<file path="config.mk">
export PLATFORM = sky130hd
export DESIGN_NAME = trace_axis_packer
export DESIGN_NICKNAME = d
export VERILOG_FILES = /design/src/rtl/trace_axis_packer.sv
export SDC_FILE = /design/constraint.sdc
export NUM_CORES = 2
export LEC_CHECK = 0
export BUFFER_PORTS_ARGS = -buffer_cell sky130_fd_sc_hd__buf_2
export CORE_ASPECT_RATIO = 0.6
export CORE_MARGIN = 10
export CORE_UTILIZATION = 50
export CTS_CLUSTER_DIAMETER = 60
export DETAILED_ROUTE_END_ITERATION = 8
export GPL_TIMING_DRIVEN = 0
export PLACE_DENSITY_LB_ADDON = 0.05
export SYNTH_ARGS = -nofsm -noshare
export SYNTH_HDL_FRONTEND = slang
export SYNTH_SLANG_ARGS = --single-unit
</file>
<file path="constraint.sdc">
create_clock -name aclk -period 2.85 [get_ports aclk]
set_input_delay 0.57 -clock aclk [delete_from_list [all_inputs] [get_ports aclk]]
set_output_delay 0.57 -clock aclk [all_outputs]
set_load 0.01 [all_outputs]
</file>
<file path="src/rtl/trace_axis_packer.sv">
// Packs REC_W-bit trace records into 512-bit AXI-Stream beats; packets close on beat count, flush or idle timeout.
// Optional statistics counters are enabled with `define TRACE_PACK_STATS_EN.
module trace_axis_packer #(
  parameter int REC_W     = 64,
  parameter int PKT_BEATS = 16,
  parameter int TIMEOUT   = 1024
) (
  input  logic              aclk,
  input  logic              aresetn,
  input  logic              s_trace_valid,
  output logic              s_trace_ready,
  input  logic [REC_W-1:0]  s_trace_data,
  input  logic              flush,
  output logic              m_axis_trace_tvalid,
  input  logic              m_axis_trace_tready,
  output logic [511:0]      m_axis_trace_tdata,
  output logic [63:0]       m_axis_trace_tkeep,
  output logic              m_axis_trace_tlast
`ifdef TRACE_PACK_STATS_EN
  ,
  output logic [31:0]       stat_rec_cnt,
  output logic [31:0]       stat_pkt_cnt
`endif
);

  localparam int LANES          = 512 / REC_W;
  localparam int LANE_W         = $clog2(LANES + 1);
  localparam int BYTES_PER_LANE = REC_W / 8;
  localparam int BEAT_W         = (PKT_BEATS > 1) ? $clog2(PKT_BEATS) : 1;
  localparam int TMO_W          = (TIMEOUT > 1) ? $clog2(TIMEOUT) : 1;

  localparam logic [LANE_W-1:0] LANES_L   = LANE_W'(LANES);
  localparam logic [BEAT_W-1:0] LAST_BEAT = BEAT_W'(PKT_BEATS - 1);
  localparam logic [TMO_W-1:0]  TMO_HIT   = TMO_W'(TIMEOUT - 1);

  function automatic logic [63:0] lane_keep(input logic [LANE_W-1:0] n);
    logic [63:0] k;
    k = 64'd0;
    for (int i = 0; i < LANES; i++) begin
      if (LANE_W'(i) < n) begin
        k[i*BYTES_PER_LANE +: BYTES_PER_LANE] = {BYTES_PER_LANE{1'b1}};
      end else begin
        k[i*BYTES_PER_LANE +: BYTES_PER_LANE] = {BYTES_PER_LANE{1'b0}};
      end
    end
    return k;
  endfunction

  logic [511:0]       acc_data_r, acc_data_s, fill_data_s;
  logic [LANE_W-1:0]  lane_r, lane_s, fill_lane_s;
  logic               out_valid_r, out_valid_s;
  logic [511:0]       out_data_r, out_data_s;
  logic [63:0]        out_keep_r, out_keep_s;
  logic               out_last_r, out_last_s;
  logic [BEAT_W-1:0]  beat_cnt_r, beat_cnt_s;
  logic [TMO_W-1:0]   tmo_cnt_r, tmo_cnt_s;
  logic               close_pend_r, close_pend_s;
  logic               ready_r, ready_s;
  logic               accept_s, handoff_s, out_free_s, tmo_hit_s, close_s, beat_load_s;

  assign accept_s   = s_trace_valid && ready_r;
  assign handoff_s  = out_valid_r && m_axis_trace_tready;
  assign out_free_s = !out_valid_r || m_axis_trace_tready;
  assign tmo_hit_s  = (TIMEOUT != 0) && (lane_r != LANE_W'(0)) && !accept_s && (tmo_cnt_r == TMO_HIT);
  assign close_s    = flush || tmo_hit_s || close_pend_r;

  // Next-state: accumulate, load beats, resolve close events, run the idle timer.
  always_comb begin
    fill_data_s  = acc_data_r;
    fill_lane_s  = lane_r;
    acc_data_s   = acc_data_r;
    lane_s       = lane_r;
    out_valid_s  = out_valid_r;
    out_data_s   = out_data_r;
    out_keep_s   = out_keep_r;
    out_last_s   = out_last_r;
    beat_cnt_s   = beat_cnt_r;
    tmo_cnt_s    = tmo_cnt_r;
    close_pend_s = 1'b0;
    beat_load_s  = 1'b0;

    if (accept_s) begin
      fill_data_s[lane_r*REC_W +: REC_W] = s_trace_data;
      fill_lane_s = lane_r + LANE_W'(1);
    end else begin
      fill_lane_s = lane_r;
    end
    acc_data_s = fill_data_s;
    lane_s     = fill_lane_s;

    if (handoff_s) begin
      out_valid_s = 1'b0;
    end else begin
      out_valid_s = out_valid_r;
    end

    if (close_s) begin
      if (fill_lane_s != LANE_W'(0)) begin
        if (out_free_s) begin
          out_valid_s = 1'b1;
          out_data_s  = fill_data_s;
          out_keep_s  = lane_keep(fill_lane_s);
          out_last_s  = 1'b1;
          beat_cnt_s  = BEAT_W'(0);
          acc_data_s  = 512'd0;
          lane_s      = LANE_W'(0);
          beat_load_s = 1'b1;
        end else begin
          close_pend_s = 1'b1;
        end
      end else if (out_valid_r && !m_axis_trace_tready) begin
        // Stalled beat is still on the bus: only tlast may rise.
        out_last_s = 1'b1;
        beat_cnt_s = BEAT_W'(0);
      end else if (beat_cnt_r != BEAT_W'(0)) begin
        out_valid_s = 1'b1;
        out_data_s  = 512'd0;
        out_keep_s  = 64'd0;
        out_last_s  = 1'b1;
        beat_cnt_s  = BEAT_W'(0);
        beat_load_s = 1'b1;
      end else begin
        beat_cnt_s = beat_cnt_r;
      end
    end else if ((fill_lane_s == LANES_L) && out_free_s) begin
      out_valid_s = 1'b1;
      out_data_s  = fill_data_s;
      out_keep_s  = lane_keep(LANES_L);
      out_last_s  = (beat_cnt_r == LAST_BEAT);
      beat_cnt_s  = (beat_cnt_r == LAST_BEAT) ? BEAT_W'(0) : beat_cnt_r + BEAT_W'(1);
      acc_data_s  = 512'd0;
      lane_s      = LANE_W'(0);
      beat_load_s = 1'b1;
    end else begin
      beat_load_s = 1'b0;
    end

    if (accept_s || close_s || beat_load_s) begin
      tmo_cnt_s = TMO_W'(0);
    end else if (lane_r != LANE_W'(0)) begin
      tmo_cnt_s = tmo_cnt_r + TMO_W'(1);
    end else begin
      tmo_cnt_s = TMO_W'(0);
    end

    ready_s = (lane_s != LANES_L) && !close_pend_s;
  end

  // State and output registers.
  always_ff @(posedge aclk or negedge aresetn) begin
    if (!aresetn) begin
      acc_data_r   <= 512'd0;
      lane_r       <= LANE_W'(0);
      out_valid_r  <= 1'b0;
      out_data_r   <= 512'd0;
      out_keep_r   <= 64'd0;
      out_last_r   <= 1'b0;
      beat_cnt_r   <= BEAT_W'(0);
      tmo_cnt_r    <= TMO_W'(0);
      close_pend_r <= 1'b0;
      ready_r      <= 1'b0;
    end else begin
      acc_data_r   <= acc_data_s;
      lane_r       <= lane_s;
      out_valid_r  <= out_valid_s;
      out_data_r   <= out_data_s;
      out_keep_r   <= out_keep_s;
      out_last_r   <= out_last_s;
      beat_cnt_r   <= beat_cnt_s;
      tmo_cnt_r    <= tmo_cnt_s;
      close_pend_r <= close_pend_s;
      ready_r      <= ready_s;
    end
  end

  assign s_trace_ready       = ready_r;
  assign m_axis_trace_tvalid = out_valid_r;
  assign m_axis_trace_tdata  = out_data_r;
  assign m_axis_trace_tkeep  = out_keep_r;
  assign m_axis_trace_tlast  = out_last_r;

`ifdef TRACE_PACK_STATS_EN
  logic [31:0] rec_cnt_r, pkt_cnt_r;

  // Accepted-record and completed-packet counters, free-running with wrap.
  always_ff @(posedge aclk or negedge aresetn) begin
    if (!aresetn) begin
      rec_cnt_r <= 32'd0;
      pkt_cnt_r <= 32'd0;
    end else begin
      rec_cnt_r <= rec_cnt_r + (accept_s ? 32'd1 : 32'd0);
      pkt_cnt_r <= pkt_cnt_r + ((handoff_s && out_last_r) ? 32'd1 : 32'd0);
    end
  end

  assign stat_rec_cnt = rec_cnt_r;
  assign stat_pkt_cnt = pkt_cnt_r;
`endif

endmodule

</file>
==> summary.json <==
{
  "cts.root.buffer_cell": "clkbuf_16",
  "dp.cells": 6016,
  "worst_setup_hold_path_clk_slew_ps": 70,
  "path_buf_inv": 4,
  "finish.net_count": 5047,
  "worst_r2r_startpoint": "lane_r[2]$_DFF_PN0_",
  "syn-num-nets": 4219,
  "average_size_of_a_mapped_cell_um2": 10.9,
  "cap_violations": 0,
  "layout.cell_area.non_filler_um2": 58600,
  "irDropWorstVdd_v": 0.000645,
  "critical-path-top-delay-family": "simple AND/OR/NAND/NOR gates",
  "status": "finished with violations",
  "post_dp_cell_area_um2": 50300,
  "area_growth_pct": 30.2,
  "initial_core_util": 0.503,
  "cts_tree": "built",
  "worstMarginPinSlew_ps": 908,
  "initial_antenna_violation_count": 12,
  "final_hold_violation_count": 92,
  "dieArea_um2": 103000,
  "power.total_mw": 51.5,
  "cts_h_tree_depth": 3,
  "crit_type": "flip-flop to flip-flop",
  "n_fill_cell": 7134,
  "mostFrequentLayoutCells": "dfrtp_1 (1053), nor2_1 (784), buf_2 (675)",
  "violations": "negative hold slack, negative setup slack",
  "post-route-worst-setup-slack_ps": -129,
  "clkPwrFrac": 0.260,
  "post_synth_xor_xnor_area": 0.00253,
  "slew_headroom": 0.395,
  "synth_fa_ha_area_frac": 0.00222,
  "clock_latency_ps": 700,
  "synth_top_family_by_area": "compound AO/OA/AOI/OAI gates",
  "detailroute.via_count": 36200,
  "synth-compound-area-share": 0.172,
  "drt-wirelength-per-cell_um": 27.2,
  "final_min_period_over_clock_period": 1.05,
  "synth_simple_gate_area_frac": 0.0971,
  "hold_path_class": "primary input to asynchronous set/reset pin",
  "yosys_warnings": 0,
  "drtPass1Iterations": 5,
  "drt_wl_total_um": 170000,
  "crit_path_max_incr_delay_ps": 400,
  "cp_data_arrival_time_ps": 3540,
  "mostFrequentLayoutCell": "dfrtp_1",
  "placement.setup.worst_slack_ps": -2130,
  "first_drt_iteration_drcs": 3415,
  "final_max_slew_viol_count": 0,
  "antenna_left": 0,
  "grt_pass1_wl_um": 240000,
  "crit_fanout": 6,
  "seq_total_area_yosys": 0.586,
  "ys_ff_latch": 1054,
  "synth_top_flop_cell": "dfrtp_1",
  "count_of_clock_tree_sinks": 1054,
  "final_cell_count_no_fill": 6264,
  "clock_skew_after_layout_ps": 19.0,
  "fp.dieH_um": 252,
  "tritoncts.num_buffers": 98,
  "detailed_place_hpwl_um": 117000,
  "cp-startpoint": "lane_r[2]$_DFF_PN0_",
  "rsz0062_at_grt": "true",
  "postSynthCellCount": 4142,
  "power_frac_seq": 0.329,
  "setup_violations": 94,
  "async_flop_share": 1.00,
  "timing.hold.ws_ps": -201,
  "maximum_number_of_pins_on_one_net_before_global_route_repair": 160,
  "power_density_nw_per_um2": 878,
  "net_switching_power_of_the_design_mw": 20.5,
  "yosysUniqueCellTypes": 53,
  "gp_congestion": 0.883,
  "final.min_clock_period_ps": 2980,
  "power.leakage_nw": 28.1,
  "muxShareOfSynthArea": 0.0454,
  "synth_edf_count": 0,
  "power.combinational.fraction": 0.411,
  "crit_path_top_delay_cell": "dfrtp_1",
  "grt-ovfl-total": 0,
  "groute.usage.overall": 0.311,
  "worst_ep_required_time_ps": 3410,
  "first_global_vias": 35000,
  "worstSetupEndpointType": "flip-flop",
  "drc": 0,
  "boundaryPins": 648,
  "syn-cell-area_um2": 45000,
  "fp-row-count": 85,
  "cellInternalPower_mw": 31.0,
  "post_route_cells_drive_above_1_share": 0.352,
  "crit_chain": "buf_8, nor3_4, ha_4, or3b_4, or2_4, a211oi_4, clkbuf_16, buf_4, buf_6, mux2i_4, o32ai_2",
  "timing.critical_path.from_type": "flip-flop",
  "vias_per_cell": 5.78,
  "port-buffer-count": 647,
  "core_area_um2": 89400,
  "clock.fmax_ghz": 0.336,
  "cts_max_path_buffers": 3,
  "fp.dieW_um": 407,
  "power.share.switching": 0.397
}
power by group through the flow:
stage / clock [mW] / combinational (mW) / sequential (mW)
5_1_grt: 14.1 / 22.1 / 17.0
4_1_cts: 13.5 / 19.0 / 16.9
2_1_floorplan: 0 / 9.75 / 17.3
3_3_place_gp: 0 / 17.0 / 17.1
3_5_place_dp: 0 / 17.1 / 17.1
6_report: 13.4 / 21.2 / 16.9
final timing paths:
path                                                  endpoint  slack [ps]  cells after the start
setup / recovery           m_axis_trace_tdata[131]$_DFFE_PN0P_        -130                     11
hold / removal             m_axis_trace_tdata[182]$_DFFE_PN0P_        -200                      1
setup reg to reg           m_axis_trace_tdata[131]$_DFFE_PN0P_        -130                     11
hold reg to reg                         tmo_cnt_r[0]$_DFF_PN0_         500                      1
max in group asynchronous                  lane_r[1]$_DFF_PN0_         480                      4
min in group aclk                      s_trace_ready$_DFF_PN0_         170                      3
worst register-to-register path, cell delays in order (launching register included):
cell	delay, ps
dfrtp_1	400
buf_8	150
nor3_4	190
ha_4	160
or3b_4	380
or2_4	270
a211oi_4	280
clkbuf_16	190
buf_4	170
buf_6	130
mux2i_4	390
o32ai_2	140
flip-flops by register name, summed over array words and instances, names as in the netlist:
| signal | flops |
|---|---|
| acc_data_r | 512 |
| close_pend_r | 1 |
| m_axis_trace_tvalid | 1 |
| m_axis_trace_tkeep | 8 |
| m_axis_trace_tdata | 512 |
| tmo_cnt_r | 10 |
| lane_r | 4 |
| s_trace_ready | 1 |
| beat_cnt_r | 4 |
| m_axis_trace_tlast | 1 |
stage by stage:
stage	TNS [ps]	utilization
CTS	-14820	0.624
floorplan	-2600	-
finish	-3680	0.655
global placement	-	0.560
global route	-14670	0.655
detailed placement	-1835520	0.563
repair_timing:
item	in CTS	in global routing
setup endpoints to repair	1049	1006
cloned	5	18
buffers inserted	34	25
endpoints found under the hold margin	92	92
resized for setup	476	427
pin swaps	7	15
per-layer routing:
layer | global-route usage | share of wire | up-vias
met1 | 0.436 | 0.43 | 18700
met4 | 0.107 | 0.039 | 2
met2 | 0.477 | 0.45 | 1415
li1 | - | - | 15800
met3 | 0.0698 | 0.081 | 298
met5 | 0 | 0.000076 | -
area by class of cell:
class,instances,area [um2],area share
Buffer,402,3400,0.0581
Timing Repair Buffer,736,4700,0.0802
Tap cell,1218,1520,0.0260
Antenna cell,2,5.00,0.0000854
Clock inverter,18,121,0.00207
Sequential cell,1054,26400,0.450
Multi-Input combinational cell,2157,17400,0.297
Inverter,521,1970,0.0336
Clock buffer,156,3080,0.0525
cells in the mapped netlist (3+ instances only):
cell type	number	area share
dfrtp_1	1054	0.59
nor2_1	791	0.066
inv_1	520	0.043
o32ai_1	328	0.064
a21oi_1	315	0.035
mux2i_1	202	0.045
clkbuf_1	197	0.016
o32ai_2	185	0.067
nand2_1	124	0.010
and3_1	100	0.014
buf_2	79	0.0088
buf_4	69	0.012
buf_6	56	0.014
nand3_1	30	0.0033
buf_1	9	0.00075
ha_1	8	0.0022
xor2_1	8	0.0016
o21ai_0	7	0.00078
o32a_1	6	0.0013
xnor2_1	5	0.00097
nor3_1	4	0.00044
o31a_1	3	0.00058
cells by family after synthesis:
kind of cell             Yosys count
flip-flops                      1054
AO/OA/AOI/OAI                    863
multiplexers                     204
XOR/XNOR                          13
AND/OR/NAND/NOR                 1069
buffers and inverters            931
adder cells (fa/ha/maj)            8
(Power assumes the default switching activity.)
